### config.mk
export PLATFORM = sky130hd
export DESIGN_NAME = uart_rx_unit
export DESIGN_NICKNAME = d
export VERILOG_FILES = /design/src/rtl/uart_pkg.sv /design/src/rtl/uart_rx_fifo.sv /design/src/rtl/uart_rx_unit.sv
export SDC_FILE = /design/constraint.sdc
export NUM_CORES = 1
export LEC_CHECK = 0
export ABC_AREA = 0
export ABC_CLOCK_PERIOD_IN_PS = 4400
export BUFFER_PORTS_ARGS = -buffer_cell sky130_fd_sc_hd__buf_2
export CAP_MARGIN = 0
export CORE_MARGIN = 1
export CORE_UTILIZATION = 35
export DETAILED_ROUTE_END_ITERATION = 12
export MAX_ROUTING_LAYER = met4
export SLEW_MARGIN = 20
export SYNTH_ARGS = -nofsm -noshare
export SYNTH_HDL_FRONTEND = slang
export SYNTH_HIERARCHICAL = 1
export SYNTH_SLANG_ARGS = --single-unit
### constraint.sdc
create_clock -name clk -period 4.4 [get_ports clk]
set_clock_uncertainty 0.15 [all_clocks]
set_input_delay 0.88 -clock clk [delete_from_list [all_inputs] [get_ports clk]]
set_output_delay 0.88 -clock clk [all_outputs]
set_load 0.02 [all_outputs]
### src/rtl/uart_pkg.sv
// Shared definitions for the UART receive path: FSM state encoding,
// oversampling constants and the baud tick divisor calculation.
package uart_pkg;

  typedef enum logic [2:0] {
    IDLE    = 3'd0,
    START   = 3'd1,
    DATA    = 3'd2,
    STOP    = 3'd3,
    WAIT_HI = 3'd4
  } rx_state_t;

  localparam int OVERSAMPLE = 16;
  localparam int MID_SAMPLE = 8;
  localparam int DATA_BITS  = 8;

  // Floored clocks-per-tick; clamped to 1 so a too-fast baud still ticks every clock.
  function automatic int uart_divisor(input int clk_freq, input int baud);
    int d;
    d = clk_freq / (baud * OVERSAMPLE);
    return (d < 1) ? 1 : d;
  endfunction

endpackage

### src/rtl/uart_rx_fifo.sv
// Show-ahead byte FIFO: head is the registered entry at the read pointer,
// so data is visible as soon as the FIFO is non-empty.
module uart_rx_fifo
  import uart_pkg::*;
#(
  parameter int p_DEPTH = 4,
  parameter int p_WIDTH = 8
) (
  input  logic               clk,
  input  logic               rst,
  input  logic               push,
  input  logic               pop,
  input  logic [p_WIDTH-1:0] din,
  output logic [p_WIDTH-1:0] head,
  output logic               full,
  output logic               empty
);

  localparam int AW = $clog2(p_DEPTH);

  logic [p_WIDTH-1:0] mem [p_DEPTH];
  logic [AW-1:0]      wr_ptr;
  logic [AW-1:0]      rd_ptr;
  logic [AW:0]        count;
  logic               do_pop;
  logic               do_push;

  assign full    = (count == (AW+1)'(p_DEPTH));
  assign empty   = (count == {(AW+1){1'b0}});
  assign head    = mem[rd_ptr];
  assign do_pop  = pop & ~empty;
  // A pop in the same cycle frees the slot, so a push into a full FIFO is still accepted.
  assign do_push = push & (~full | do_pop);

  // Storage, pointers and occupancy count.
  always_ff @(posedge clk) begin
    if (!rst) begin
      for (int i = 0; i < p_DEPTH; i++) begin
        mem[i] <= '0;
      end
      wr_ptr <= '0;
      rd_ptr <= '0;
      count  <= '0;
    end else begin
      if (do_push) begin
        mem[wr_ptr] <= din;
        wr_ptr      <= wr_ptr + AW'(1);
      end
      if (do_pop) begin
        rd_ptr <= rd_ptr + AW'(1);
      end
      case ({do_push, do_pop})
        2'b10:   count <= count + (AW+1)'(1);
        2'b01:   count <= count - (AW+1)'(1);
        default: count <= count;
      endcase
    end
  end

endmodule

### src/rtl/uart_rx_unit.sv
// 8N1 UART receiver with 16x oversampling, feeding a show-ahead byte FIFO
// drained by a valid/ready handshake; framing and overrun errors pulse for one clock.
module uart_rx_unit
  import uart_pkg::*;
#(
  parameter int clk_freq       = 50000000,
  parameter int uart_baud_rate = 115200,
  parameter int p_DEPTH        = 4
) (
  input  logic       clk,
  input  logic       rst,
  input  logic       uart_rxd,
  output logic [7:0] rx_data,
  output logic       rx_valid,
  input  logic       rx_ready,
  output logic       frame_err,
  output logic       overrun,
  output logic       busy
);

  localparam int DIV = uart_divisor(clk_freq, uart_baud_rate);
  localparam int DW  = (DIV > 1) ? $clog2(DIV) : 1;

  rx_state_t state;
  logic          rxd_meta;
  logic          rxd_s;
  logic [DW-1:0] div_cnt;
  logic          tick;
  logic [3:0]    samp_cnt;
  logic [2:0]    bit_cnt;
  logic [7:0]    shift;
  logic          byte_done;
  logic          fifo_full;
  logic          fifo_empty;
  logic          fifo_pop;

  assign tick     = (state != IDLE) && (div_cnt == DW'(DIV - 1));
  assign busy     = (state != IDLE);
  assign rx_valid = ~fifo_empty;
  assign fifo_pop = rx_valid & rx_ready;

  // Two-flop synchroniser for the asynchronous serial line.
  always_ff @(posedge clk) begin
    if (!rst) begin
      rxd_meta <= 1'b1;
      rxd_s    <= 1'b1;
    end else begin
      rxd_meta <= uart_rxd;
      rxd_s    <= rxd_meta;
    end
  end

  // Baud tick divider; held at zero in IDLE so every frame starts phase-aligned.
  always_ff @(posedge clk) begin
    if (!rst) begin
      div_cnt <= '0;
    end else if ((state == IDLE) || tick) begin
      div_cnt <= '0;
    end else begin
      div_cnt <= div_cnt + DW'(1);
    end
  end

  // Receive FSM; returns to IDLE at mid stop bit so back-to-back start edges are caught.
  always_ff @(posedge clk) begin
    if (!rst) begin
      state     <= IDLE;
      samp_cnt  <= 4'd0;
      bit_cnt   <= 3'd0;
      shift     <= 8'hFF;
      byte_done <= 1'b0;
      frame_err <= 1'b0;
    end else begin
      byte_done <= 1'b0;
      frame_err <= 1'b0;
      case (state)
        IDLE: begin
          if (!rxd_s) begin
            state    <= START;
            samp_cnt <= 4'd0;
          end
        end
        START: begin
          if (tick) begin
            if (samp_cnt == 4'(MID_SAMPLE - 1)) begin
              samp_cnt <= 4'd0;
              bit_cnt  <= 3'd0;
              state    <= rxd_s ? IDLE : DATA;
            end else begin
              samp_cnt <= samp_cnt + 4'd1;
            end
          end
        end
        DATA: begin
          if (tick) begin
            if (samp_cnt == 4'(OVERSAMPLE - 1)) begin
              samp_cnt <= 4'd0;
              shift    <= {rxd_s, shift[7:1]};
              if (bit_cnt == 3'(DATA_BITS - 1)) begin
                state <= STOP;
              end else begin
                bit_cnt <= bit_cnt + 3'd1;
              end
            end else begin
              samp_cnt <= samp_cnt + 4'd1;
            end
          end
        end
        STOP: begin
          if (tick) begin
            if (samp_cnt == 4'(OVERSAMPLE - 1)) begin
              samp_cnt <= 4'd0;
              if (rxd_s) begin
                byte_done <= 1'b1;
                state     <= IDLE;
              end else begin
                frame_err <= 1'b1;
                state     <= WAIT_HI;
              end
            end else begin
              samp_cnt <= samp_cnt + 4'd1;
            end
          end
        end
        WAIT_HI: begin
          if (rxd_s) begin
            state <= IDLE;
          end
        end
        default: state <= IDLE;
      endcase
    end
  end

  // Overrun pulse: a completed byte found the FIFO full with no pop to make room.
  always_ff @(posedge clk) begin
    if (!rst) begin
      overrun <= 1'b0;
    end else begin
      overrun <= byte_done & fifo_full & ~fifo_pop;
    end
  end

  uart_rx_fifo #(
    .p_DEPTH (p_DEPTH),
    .p_WIDTH (8)
  ) u_fifo (
    .clk   (clk),
    .rst   (rst),
    .push  (byte_done),
    .pop   (fifo_pop),
    .din   (shift),
    .head  (rx_data),
    .full  (fifo_full),
    .empty (fifo_empty)
  );

endmodule

Yosys cells after proc, flatten, opt, wreduce, memory -nomap -nowiden
Memory sizes are Yosys's and may differ from the RTL's. A register that Yosys moved wholly into a read port is not among the register bits.
Cells that the tools add are included.
- bits in registers: 35
- memory bits (writable): 32
- input bits: 4
- output and inout port bits: 12
- word-level logic and storage cells: 105
- memories kept: 1
- memory list (name ; depth ; width ; rd ports ; clocked after memory_dff ; write ports ; line ; RTL):
    u_fifo.mem ; 4 ; 8 ; 1 ; 1 ; 4 ; uart_rx_fifo.sv:21 ; logic [p_WIDTH-1:0] mem [p_DEPTH];
- add/sub/neg operators: 7
- eq/ne operators: 22
- mux-type cells: 36
- bitwise gates (word level): 10
- reductions and logical operators: 16
- operators with widths (kind ; count):
    3-bit 2-to-1 mux ; 15
    4-bit 2-to-1 mux ; 5
    2-bit inequality test, second input constant ; 10
    3-bit case mux with 5 select lines ; 1
    3-bit case mux with 2 select lines ; 2
    4-bit case mux with 3 select lines ; 1
    3-bit == test, second input constant ; 3
    9-bit AND reduction ; 1
    2-bit 2-to-1 mux ; 4
    8-bit 2-to-1 mux ; 1
    4-bit AND reduction ; 2
    8-bit OR reduction ; 1
    1-bit 2-to-1 mux ; 7
    3-bit by 1-bit adder with 3-bit output, second input constant ; 2
    3-bit by 2-bit == test with 1-bit output, second input constant ; 2
    3-bit zero test ; 2
    6-bit AND reduction ; 1
    3-bit nonzero test ; 2
    5-bit by 1-bit adder with 5-bit output, second input constant ; 1
    1-bit bitwise AND ; 5
    5-bit == test, second input constant ; 1
    2-bit by 1-bit adder with 2-bit output, second input constant ; 2
    4-bit by 1-bit adder with 4-bit output, second input constant ; 1
    4-bit by 3-bit == test with 1-bit output, second input constant ; 1
    13 further kinds ; 18

Depth between registers and ports, before layout
Gate-level depths: netlist of run 1.
- word-level depth: 11
- mapped depth: 10
- depth with buffers taken out: 9

Hierarchy
Netlist of run 1, hierarchy kept.
- by module, submodules not included (module ; times used ; cells each ; area an instance (um^2) ; seq. area each (um^2)):
    uart_rx_fifo ; 1 ; 137 ; 1896.8 ; 1141.1
    uart_rx_unit ; 1 ; 142 ; 1350.0 ; 560.5

Least setup slack after synthesis of run 1
No wires, ideal clock.
- path kind: in2reg
- start point: input port rx_ready
- end point: memory u_fifo.mem[1][0] (enable)
- library setup time: 0.384 ns
- arrival time: 2.218 ns
- required time: 3.866 ns
- slack: 1.648 ns
- stages on the path: 4
- buffers on the path: 0
- cell sequence: nor2b_1 -> or4b_4 -> nand3_1 -> o21ai_0
- RTL lines (what ; line ; RTL):
    start: declaration ; uart_rx_unit.sv:15 ; input logic rx_ready,
    end: declaration ; uart_rx_fifo.sv:21 ;

==> results of run 1 <==
==> power by group through the flow <==
| stage | logic (mW) | registers (mW) | clock network, mW |
|---|---|---|---|
| after floorplan | 0.0430 | 0.705 | 0 |
| after global placement | 0.0521 | 0.713 | 0 |
| after detailed placement | 0.0525 | 0.714 | 0 |
| after CTS | 0.0527 | 0.699 | 0.621 |
| after global routing | 0.0577 | 0.700 | 0.651 |
| final | 0.0525 | 0.699 | 0.603 |
==> layer usage <==
metal / global-route usage (%) / vias to the layer above / part of all wire, %
li1: - / 1029 / -
met1: 17.5 / 974 / 48
met2: 21.8 / 32 / 48
met3: 3.44 / 4 / 2.5
met4: 5.17 / 0 / 1.2
met5: - / - / 0
==> Yosys cell counts (2+ instances only) <==
| cell type | instances | area, sq um |
|---|---|---|
| o31a_1 | 2 | 17.5 |
| nor3_1 | 3 | 15.0 |
| inv_1 | 10 | 37.5 |
| mux2i_1 | 9 | 90.1 |
| nand2b_1 | 8 | 50.1 |
| nand3_1 | 11 | 55.1 |
| dfxtp_1 | 37 | 741 |
| buf_4 | 2 | 15.0 |
| mux4_2 | 8 | 180 |
| clkbuf_1 | 4 | 15.0 |
| nand2_1 | 22 | 82.6 |
| ha_1 | 5 | 62.6 |
| and3_4 | 2 | 22.5 |
| nor2_1 | 13 | 48.8 |
| o21ai_0 | 11 | 55.1 |
| and2_2 | 6 | 45.0 |
| buf_6 | 3 | 33.8 |
| xor2_1 | 6 | 52.6 |
| a31oi_1 | 3 | 18.8 |
| edfxtp_1 | 32 | 961 |
| a21oi_1 | 5 | 25.0 |
| and3_1 | 5 | 31.3 |
| and2_1 | 32 | 200 |
| xnor2_1 | 5 | 43.8 |
==> cells by family after synthesis <==
logic type               Yosys count  share of synthesized area (%)
adder cells (fa/ha/maj)            6                           2.54
AND/OR/NAND/NOR                  114                           20.5
multiplexers                      18                           8.67
buffers and inverters             23                           3.97
AO/OA/AOI/OAI                     38                           8.98
XOR/XNOR                          11                           2.97
flip-flops                        69                           52.4
==> sequential cells by signal, summed over array words and instances, names as in the netlist, named ones only <==
register and flops:
rxd_meta 1, overrun 1, u_fifo/mem 32, u_fifo/count 3
byte_done 1, bit_cnt 3, shift 8, u_fifo/rd_ptr 2
state 3, rxd_s 1, samp_cnt 4, div_cnt 5
u_fifo/wr_ptr 2, frame_err 1
==> final cells by class <==
| type | count | area [sq um] |
|---|---|---|
| fillers | 840 | 5230 |
| flip-flops and latches | 69 | 1700 |
| multi-input cells | 187 | 1420 |
| well taps | 108 | 135 |
| clock buffers | 9 | 124 |
| clock inverters | 7 | 114 |
| repair buffers | 17 | 90.1 |
| inverters | 10 | 37.5 |
==> worst reg2reg max path: cells and delay by family, from the launching register on <==
kind	cells	cell delay [ns]
DFF	1	0.47
and+or+nand+nor	6	1.87
==> stage by stage <==
step	hold slack, ns	util, %	cells
after floorplan	0.236	-	279
after global placement	0.243	38.2	391
after detailed placement	0.249	38.2	391
after CTS	0.265	40.9	407
after global routing	0.289	40.9	407
final	0.260	40.9	407
==> how the worst max path moves through the flow <==
stage / start / to / cells after the start
3_3_place_gp: rx_ready / u_fifo/mem[0][7] / 6
2_1_floorplan: rx_ready / u_fifo/mem[1][0] / 4
3_5_place_dp: rx_ready / u_fifo/mem[0][5] / 6
5_1_grt: u_fifo/count[2] / u_fifo/mem[0][5] / 6
4_1_cts: rx_ready / u_fifo/mem[0][5] / 6
6_report: rx_ready / u_fifo/mem[0][2] / 6
==> metrics.md, run 1 <==
| Metric | Value |
|---|---|
| Power consumption | roughly 1.4 mW |
| Worst hold start | rxd_meta |
| Clock slew at reported path FFs | approximately 0.07 ns |
| # diodes | 0 |
| Clock Root Buffer | clkbuf_8 |
| # hold bufs at CTS | 0 |
| Vias in the first global route | 2016 |
| Final setup viols | 0 |
| Pre-CTS WS | between 1 and 1.5 ns |
| Via density | approximately 5.0 |
| Ys flop type | dfxtp_1 |
| Yosys warns | 6 |
| Net switching power | about 0.27 mW |
| Core ar. | 8850 sq um |
| Final instance area | ~3600 sq um |
| Clk pwr share | around 45% |
| Status | complete, no violations |
| Post-layout minimum cycle time | ~2.8 ns |
| FMAX | 0.353 GHz |
| Cell Area, Placed | 3380 sq um |
| Share of cells above drive strength 1 | between 10% and 20% |
| Crit path max-delay cell type | nor3_1 |
| Sequential Power Share | 51.6% |
| WS Path Type | in2reg |
| Crit path DAT | approximately 2.7 ns |
| Initial antenna violation count | 0 |
| P&R area growth vs syn | 11.4% |
| Pre-antenna DRT Iters | 6 |
| Longest Clk Path Bufs | 2 |
| Final slew viol count | 0 |
| Routability-driven placement congestion ratio | between 0.8 and 0.9 |
| Routed WL | between 5000 and 6000 microns |
| Mean Syn Cell Area | around 12 sq um |
| Post-Synthesis Cells | about 280 |
| RSZ-0062 raised after global routing | false |
| Worst slew pin tran | 0.706 ns |
| Hold depth | 1 |
| Async S/R FF share, synth | 0% |
| Core Rows | 34 |
| Yosys reg bits | 69 |
| Hold Path End | rxd_s |
| Final worst-path cycle share | ~64% |
| Die area | between 9000 and 10000 sq um |
| Vias | 2039 |
| IO Count | 16 |
| Postcts setup bufs | 0 |
| Internal | about 1.1 mW |
| R2R depth | 6 |
| Sequential cell area fraction in the yosys report | a little over half |
| CTS resizes | 0 |
| Setup TNS | 0 ns |
| Crit-path cells | buf_2 -> nor2b_1 -> or4b_4 -> nand3_1 -> nor3_1 -> nand2b_1 |
| Critical Path RT | 4.25 ns |
| Inserted Clock Buffers | 9 |
| Setup crit start kind | input pin |
| Final hold violation count | 0 |
| Hold WC Path Type | reg2reg |
| Pleak | ~1.4 nW |
| DRT iter0 DRCs | approximately 120 |
| Chip height | 98.3 microns |
| CP max FO | 9 |
| Count of cell types in the netlist | between 50 and 60 |
| Worst setup margin | 1.56 ns |
| Gr usage total | about 14% |
| Power per cell area | around 370 nW/um^2 |
| Commonest non-fill, non-tap cell in the layout | dfxtp_1 |
| # DRC | 0 |
| Clock tree sinks | about 70 |
| Buf+Inv Stages, Crit Path | 1 |
| Critical R2R Capture | u_fifo/mem[0][2] |
| Logic pwr share | roughly 3.9% |
| Syn Nets | between 200 and 300 |
| Antenna viol nets, final | 0 |
| Cell Area, Synth | 3250 sq um |
| GRT overflow | 0 |
| Max-Cap Viols | 0 |
| Max stage delay on crit path | between 0.5 and 0.6 ns |
| Worst Setup End Kind | register |
| Fin nets | between 300 and 400 |
| Post-DP HPWL | 4170 microns |
| H-tree depth | 3 |
| Most frequent cells in the layout | dfxtp_1 (37), and2_1 (32), edfxtp_1 (32) |
| EDFF count, synth | 32 |
| Reg2Reg Setup Slack | around 1.6 ns |
| First-pass GRT wire length | 10000 microns |
| CP delay by family, top | simple AND/OR/NAND/NOR gates |
| Switching share of power | 20.2% |
| CTS tree | built |
| Die Span X | about 98 microns |
| Starting Density | between 30% and 40% |
| Later-pin clock latency in the skew report | 0.33 ns |
| Max-Slew Margin vs Limit | 52.6% |
| Maximum vdd drop | about 0.19 mV |
| Port Buf Inserts | 15 |
| Largest net degree at the start of global routing | 39 |
| Wire per inst | roughly 15 microns |
| Worst r2r src | u_fifo/count[2] |
No activity file was read; power rests on OpenSTA's default activity.
==> run 2: changes to the inputs <==
--- a/config.mk
+++ b/config.mk
@@ -6,7 +6,7 @@
 export NUM_CORES = 1
 export LEC_CHECK = 0
 export ABC_AREA = 0
-export ABC_CLOCK_PERIOD_IN_PS = 4400
+export ABC_CLOCK_PERIOD_IN_PS = 2830
 export BUFFER_PORTS_ARGS = -buffer_cell sky130_fd_sc_hd__buf_2
 export CAP_MARGIN = 0
 export CORE_MARGIN = 1
==> constraint.sdc (replaced) <==
create_clock -name clk -period 2.83 [get_ports clk]
set_clock_uncertainty 0.15 [all_clocks]
set_input_delay 0.566 -clock clk [delete_from_list [all_inputs] [get_ports clk]]
set_output_delay 0.566 -clock clk [all_outputs]
set_load 0.02 [all_outputs]
==> run 2 against run 1 <==
  * Power up 41%
  * Via count rose by 0.25%
  * Register-to-register slack lost 1.2 ns
  * Utilization down 0.30 points
  * Wire length down 6.2%
  * Final area is 0.73% lower
  * Clock power up 24%
  * Cell count is 0.74% higher
  * First-iteration DRC count grew 3.5%
  * Worst setup slack worse by 1.2 ns
  * Hold slack worse by 0.0033 ns
  * Sequential power up 55%
  * The flow now finishes with violations (DRC)
==> metrics.md, run 2 (synthesis results as in run 1) <==
| Metric | Value |
|---|---|
| Status | finished with violations |
| Failing checks | DRC |
| Internal | 1.44 mW (+33%) |
| Most frequent cells in the layout | dfxtp_1 (37), and2_1 (32), edfxtp_1 (32) |
| Pleak | 1.38 nW (-0.13%) |
| Vias in the first global route | 1974 (-2.1%) |
| Share of cells above drive strength 1 | 19.9% (+1.1 points) |
| Post-layout minimum cycle time | around 2.5 ns |
| P&R area growth vs syn | 10.6% |
| Inst Count DP | 394 (+0.77%) |
| First-pass GRT wire length | 9680 microns (-3.4%) |
| Clk pwr share | 39.1% (-5.4 points) |
| Final setup viols | 0 (unchanged) |
| Max-Cap Viols | 0 (unchanged) |
| Worst slew pin tran | 0.770 ns (+0.0646 ns) |
| Worst Setup End Kind | primary output |
| Routed WL | 5540 microns (-6.2%) |
| Core Rows | 34 (unchanged) |
| CP max FO | 8 (-1) |
| DRT iter0 DRCs | 119 (+3.5%) |
| Postcts setup bufs | 0 (unchanged) |
| Clock tree sinks | 69 (unchanged) |
| Antenna viol nets, final | 0 (unchanged) |
| Pre-antenna DRT Iters | 10 (+4) |
| Hold WC Path Type | in2reg |
| Later-pin clock latency in the skew report | 0.34 ns (about the same) |
| # diodes | 0 (unchanged) |
| Final slew viol count | 0 (unchanged) |
| Worst setup margin | 0.356 ns (-1.21 ns) |
| # DRC | 1 (+1) |
| Biggest regs | u_fifo/mem: 32 flops, shift: 8 flops, div_cnt: 5 flops |
| Buf+Inv Stages, Crit Path | 1 (unchanged) |
| Die area | 9670 sq um (unchanged) |
| Vias | 2044 (+0.25%) |
| Setup crit start kind | register |
| Wire per inst | 13.5 microns (-6.9%) |
| Clock slew at reported path FFs | 0.08 ns (about the same) |
| Fin cells | 410 (+0.74%) |
| Crit-path cells | mux4_2 -> buf_2 |
| Largest register FFs | 32 (unchanged) |
| Logic pwr share | 4.3% (+0.4 points) |
| Clock Root Buffer | clkbuf_8 |
| Final worst-path cycle share | a little under 90% |
| Initial antenna violation count | 0 (unchanged) |
| Top reg by flops | u_fifo/mem |
| Starting Density | 36.7% (unchanged) |
| Pre-CTS WS | 0.239 ns (-0.944 ns) |
| Power per cell area | 533 nW/um^2 (+42%) |
| Setup TNS | 0 ns (unchanged) |
| Fin nets | 307 (+0.99%) |
| Routability-driven placement congestion ratio | 0.812 (+0.91%) |
| CTS resizes | 0 (unchanged) |
| CP delay by family, top | flip-flops |
| Largest net degree at the start of global routing | 39 (unchanged) |
| Max stage delay on crit path | 0.67 ns (+0.11 ns) |
| Gr usage total | 13.2% (-0.70 points) |
| Maximum vdd drop | 0.295 mV (+53%) |
| IO Count | 16 (unchanged) |
| Post-DP HPWL | 3880 microns (-7.1%) |
| Crit path DAT | 1.76 ns (-0.93 ns) |
| Max-Slew Margin vs Limit | 48.3% (-4.3 points) |
| Port Buf Inserts | 15 (unchanged) |
| Sequential Power Share | 56.6% (+5.0 points) |
| Switching share of power | 24.9% (+4.7 points) |
| Critical Path RT | 2.11 ns (-2.14 ns) |
| Net switching power | 0.477 mW (+74%) |
| Longest Clk Path Bufs | 2 (unchanged) |
| GRT overflow | 0 (unchanged) |
| RSZ-0062 raised after global routing | false |
| Via density | 4.99 (-0.49%) |
| # hold bufs at CTS | 0 (unchanged) |
| Core ar. | 8850 sq um (unchanged) |
| Chip height | 98.3 microns (unchanged) |
| Die Span X | 98.3 microns (unchanged) |
| WS Path Type | reg2out |
| Inserted Clock Buffers | 9 (unchanged) |
| FMAX | between 0.4 and 0.5 GHz |
| Final hold violation count | 0 (unchanged) |
| CTS tree | built |
| Commonest non-fill, non-tap cell in the layout | dfxtp_1 |
| H-tree depth | 3 (unchanged) |
| Crit path max-delay cell type | dfxtp_1 |
run 2: cell count changes in the layout (fill, tap and decap cells not counted), sizes merged:
cell      delta
inv          +4
buf          +3
bufinv       -3
clkinvlp     -1
run 2: cell type report:
class	instances	area (sq um)
Fill cell	857	5260
Multi-Input combinational cell	187	1420
Tap cell	108	135
Timing Repair Buffer	20	113
Inverter	10	37.5
Clock buffer	9	124
Sequential cell	69	1700
Clock inverter	7	65.1
run 2: power by group through the flow:
stage	Sequential, mW	Combinational, mW	Clock [mW]
2_1_floorplan	1.10	0.0668	0
3_3_place_gp	1.11	0.0810	0
3_5_place_dp	1.11	0.0816	0
4_1_cts	1.08	0.0820	0.779
5_1_grt	1.09	0.0907	0.821
6_report	1.08	0.0817	0.750
run 2: path summary, 6_finish.rpt:
path,startpoint,to,slack [ns],cells past startpoint
min,uart_rxd,rxd_meta,0.26,2
min reg2reg,rxd_meta,rxd_s,0.26,1
max reg2reg,u_fifo/count[0],u_fifo/count[1],0.36,10
max,register,rx_data[3],0.36,2
run 2: metrics by stage:
step	hold WS, ns	instance area, sq um	util (%)	total power, mW
after floorplan	0.236	3250	-	1.16
after global placement	0.241	3400	38.5	1.19
after detailed placement	0.250	3400	38.5	1.19
after CTS	0.239	3590	40.6	1.94
after global routing	0.270	3590	40.6	2.00
final	0.257	3590	40.6	1.91
run 2: layer usage:
layer  GRT usage, %  share of wire, %  up-vias
met3           4.44               3.1        7
li1               -                 -     1037
met2           19.9                45       26
met1           16.9                51      974
met5              -                 0        -
met4           3.79               1.0        0
==> run 3: changes to the inputs <==
--- a/config.mk
+++ b/config.mk
@@ -6,7 +6,7 @@
 export NUM_CORES = 1
 export LEC_CHECK = 0
 export ABC_AREA = 0
-export ABC_CLOCK_PERIOD_IN_PS = 2830
+export ABC_CLOCK_PERIOD_IN_PS = 2120
 export BUFFER_PORTS_ARGS = -buffer_cell sky130_fd_sc_hd__buf_2
 export CAP_MARGIN = 0
 export CORE_MARGIN = 1
==> constraint.sdc (replaced) <==
create_clock -name clk -period 2.12 [get_ports clk]
set_clock_uncertainty 0.15 [all_clocks]
set_input_delay 0.424 -clock clk [delete_from_list [all_inputs] [get_ports clk]]
set_output_delay 0.424 -clock clk [all_outputs]
set_load 0.02 [all_outputs]
==> run 3 against run 2 <==
  * The flow now finishes without violations
  * Sequential share of layout area shrank 2.6 points
  * Sequential power grew 34%
  * Hold slack lost 0.14 ns
  * Worst setup slack lost 0.30 ns
  * Clock power grew 63%
  * First-iteration DRC count shrank 18%
  * Sequential cell count is the same
  * Critical path depth grew 1
  * Combinational power grew 47%
  * Clock-buffer cell count grew 1
  * Power grew 45%
  * Final area grew 6.1%
  * Critical path type unchanged
  * Largest power group unchanged
==> metrics.md, run 3 (synthesis results as in run 1) <==
| Metric | Value |
|---|---|
| Antenna viol nets, final | 0 (unchanged) |
| Postcts setup bufs | 0 (unchanged) |
| Largest register FFs | 32 (unchanged) |
| CTS tree | built |
| Fin nets | 320 (+4.2%) |
| Pre-CTS WS | 0.00915 ns (-0.230 ns) |
| First-pass GRT wire length | 9720 microns (+0.36%) |
| Worst setup margin | 0.0587 ns (-0.297 ns) |
| Gr usage total | 13.2% (-0.058 points) |
| Commonest non-fill, non-tap cell in the layout | dfxtp_1 |
| Maximum vdd drop | 0.355 mV (+20%) |
| Longest Clk Path Bufs | 2 (unchanged) |
| Post-layout minimum cycle time | 2.06 ns |
| H-tree depth | 3 (unchanged) |
| Biggest regs | u_fifo/mem: 32 flops, shift: 8 flops, div_cnt: 5 flops |
| Multi-input logic area | 1440 sq um (+1.6%) |
| Crit-path cells | buf_12 -> mux4_2 -> buf_6 |
| Starting Density | 36.7% (unchanged) |
| Switching share of power | 21.7% (-3.3 points) |
| Max-Cap Viols | 0 (unchanged) |
| Vias | 2068 (+1.2%) |
| # diodes | 0 (unchanged) |
| Die area | 9670 sq um (unchanged) |
| Clk pwr share | 43.7% (+4.6 points) |
| Inserted Clock Buffers | 9 (unchanged) |
| WS Path Type | reg2out |
| Crit path DAT | 1.49 ns (-0.27 ns) |
| Crit path max-delay cell type | mux4_2 |
| Pleak | 1.49 nW (+8.1%) |
| CP max FO | 8 (unchanged) |
| Worst slew pin tran | 0.642 ns (-0.129 ns) |
| Max stage delay on crit path | 0.51 ns (-0.16 ns) |
| Later-pin clock latency in the skew report | 0.34 ns (about the same) |
| Port Buf Inserts | 15 (unchanged) |
| Hold Slack | 0.118 ns (-0.139 ns) |
| Top reg by flops | u_fifo/mem |
| Share of cells above drive strength 1 | 25.4% (+5.5 points) |
| FMAX | 0.485 GHz |
| Filler cells | 840 (-2.0%) |
| Sequential Power Share | 52.0% (-4.6 points) |
| Inst Count DP | 407 (+3.3%) |
| RSZ-0062 raised after global routing | true |
| Core ar. | 8850 sq um (unchanged) |
| Power consumption | 2.78 mW (+45%) |
| Final setup viols | 0 (unchanged) |
| Setup crit start kind | register |
| Chip height | 98.3 microns (unchanged) |
| # hold bufs at CTS | 0 (unchanged) |
| Clock Root Buffer | clkbuf_8 |
| Final slew viol count | 0 (unchanged) |
| Hold WC Path Type | in2reg |
| Most frequent cells in the layout | dfxtp_1 (33), and2_1 (32), edfxtp_1 (32) |
| Logic pwr share | 4.3% (about the same) |
| IO Count | 16 (unchanged) |
| Largest net degree at the start of global routing | 20 (-49%) |
| P&R area growth vs syn | 17.3% |
| Final worst-path cycle share | approximately 97% |
| Fin cells | 423 (+3.2%) |
| Internal | 2.18 mW (+52%) |
| Net switching power | 0.603 mW (+26%) |
| Routability-driven placement congestion ratio | 0.838 (+3.2%) |
| Worst Setup End Kind | primary output |
| Power per cell area | 731 nW/um^2 (+37%) |
| Reg area | 1710 sq um (+0.29%) |
| Initial antenna violation count | 0 (unchanged) |
| # DRC | 0 (-1) |
| Die Span X | 98.3 microns (unchanged) |
| GRT overflow | 0 (unchanged) |
| Pre-antenna DRT Iters | 6 (-4) |
| Wire per inst | 13.1 microns (-3.1%) |
| Post-DP HPWL | 4070 microns (+5.0%) |
| Routed WL | 5540 microns (about the same) |
| Max-Slew Margin vs Limit | 56.9% (+8.6 points) |
| Clock tree sinks | 69 (unchanged) |
| Vias in the first global route | 2002 (+1.4%) |
| Core Rows | 34 (unchanged) |
| Via density | 4.89 (-1.9%) |
| Final hold violation count | 0 (unchanged) |
| Critical Path RT | 1.55 ns (-0.56 ns) |
| Clock slew at reported path FFs | 0.08 ns (about the same) |
| DRT iter0 DRCs | 98 (-18%) |
| Status | complete, no violations |
run 3: changes by cell type in the layout (fill, tap and decap cells not counted), sizes merged:
cell,before,now
clkinv,2,1
inv,14,12
bufinv,0,2
clkbuf,9,10
buf,20,33
run 3: path summary, 6_finish.rpt:
path / cells past startpoint / from / end / slack [ns]
max: 3 / register / rx_data[5] / 0.06
min: 2 / uart_rxd / rxd_meta / 0.12
max reg2reg: 6 / u_fifo/count[0] / u_fifo/mem[1][5] / 0.08
min reg2reg: 1 / rxd_meta / rxd_s / 0.26
run 3: final cells by class:
type / count / share of cell area (%)
flip-flops and latches: 69 / 44.8
repair buffers: 33 / 6.83
inverters: 10 / 0.985
clock inverters: 6 / 2.46
clock buffers: 10 / 3.61
well taps: 108 / 3.55
multi-input cells: 187 / 37.8
run 3: critical path, delay by kind of cell, from the launching register on:
kind | cells | cell delay [ns]
mux | 1 | 0.51
buf+inv | 2 | 0.28
flops | 1 | 0.34
run 3: power by group through the flow:
stage                     registers, mW  clock network (mW)  logic, mW
final                              1.45                1.22      0.120
after floorplan                    1.46                   0     0.0898
after detailed placement           1.48                   0      0.116
after global placement             1.48                   0      0.115
after global routing               1.45                1.32      0.132
after CTS                          1.45                1.26      0.119
run 3: timing repair:
action	in CTS	in global routing
gates resized for setup	6	9
pin swaps	0	3
endpoints found under the setup margin	8	58
run 3: per-layer routing:
metal / up-vias / track usage, % / part of all wire (%)
li1: 1057 / - / -
met1: 977 / 16.8 / 50
met2: 28 / 19.8 / 45
met3: 6 / 4.80 / 3.3
met4: 0 / 3.33 / 1.0
met5: - / - / 0
run 3: metrics by stage:
stage	setup TNS (ns)	util [%]	cell area (sq um)
after floorplan	-0.374	-	3270
after global placement	0	39.9	3530
after detailed placement	0	39.9	3530
after CTS	0	42.8	3780
after global routing	-0.0188	43.1	3810
final	0	43.1	3810
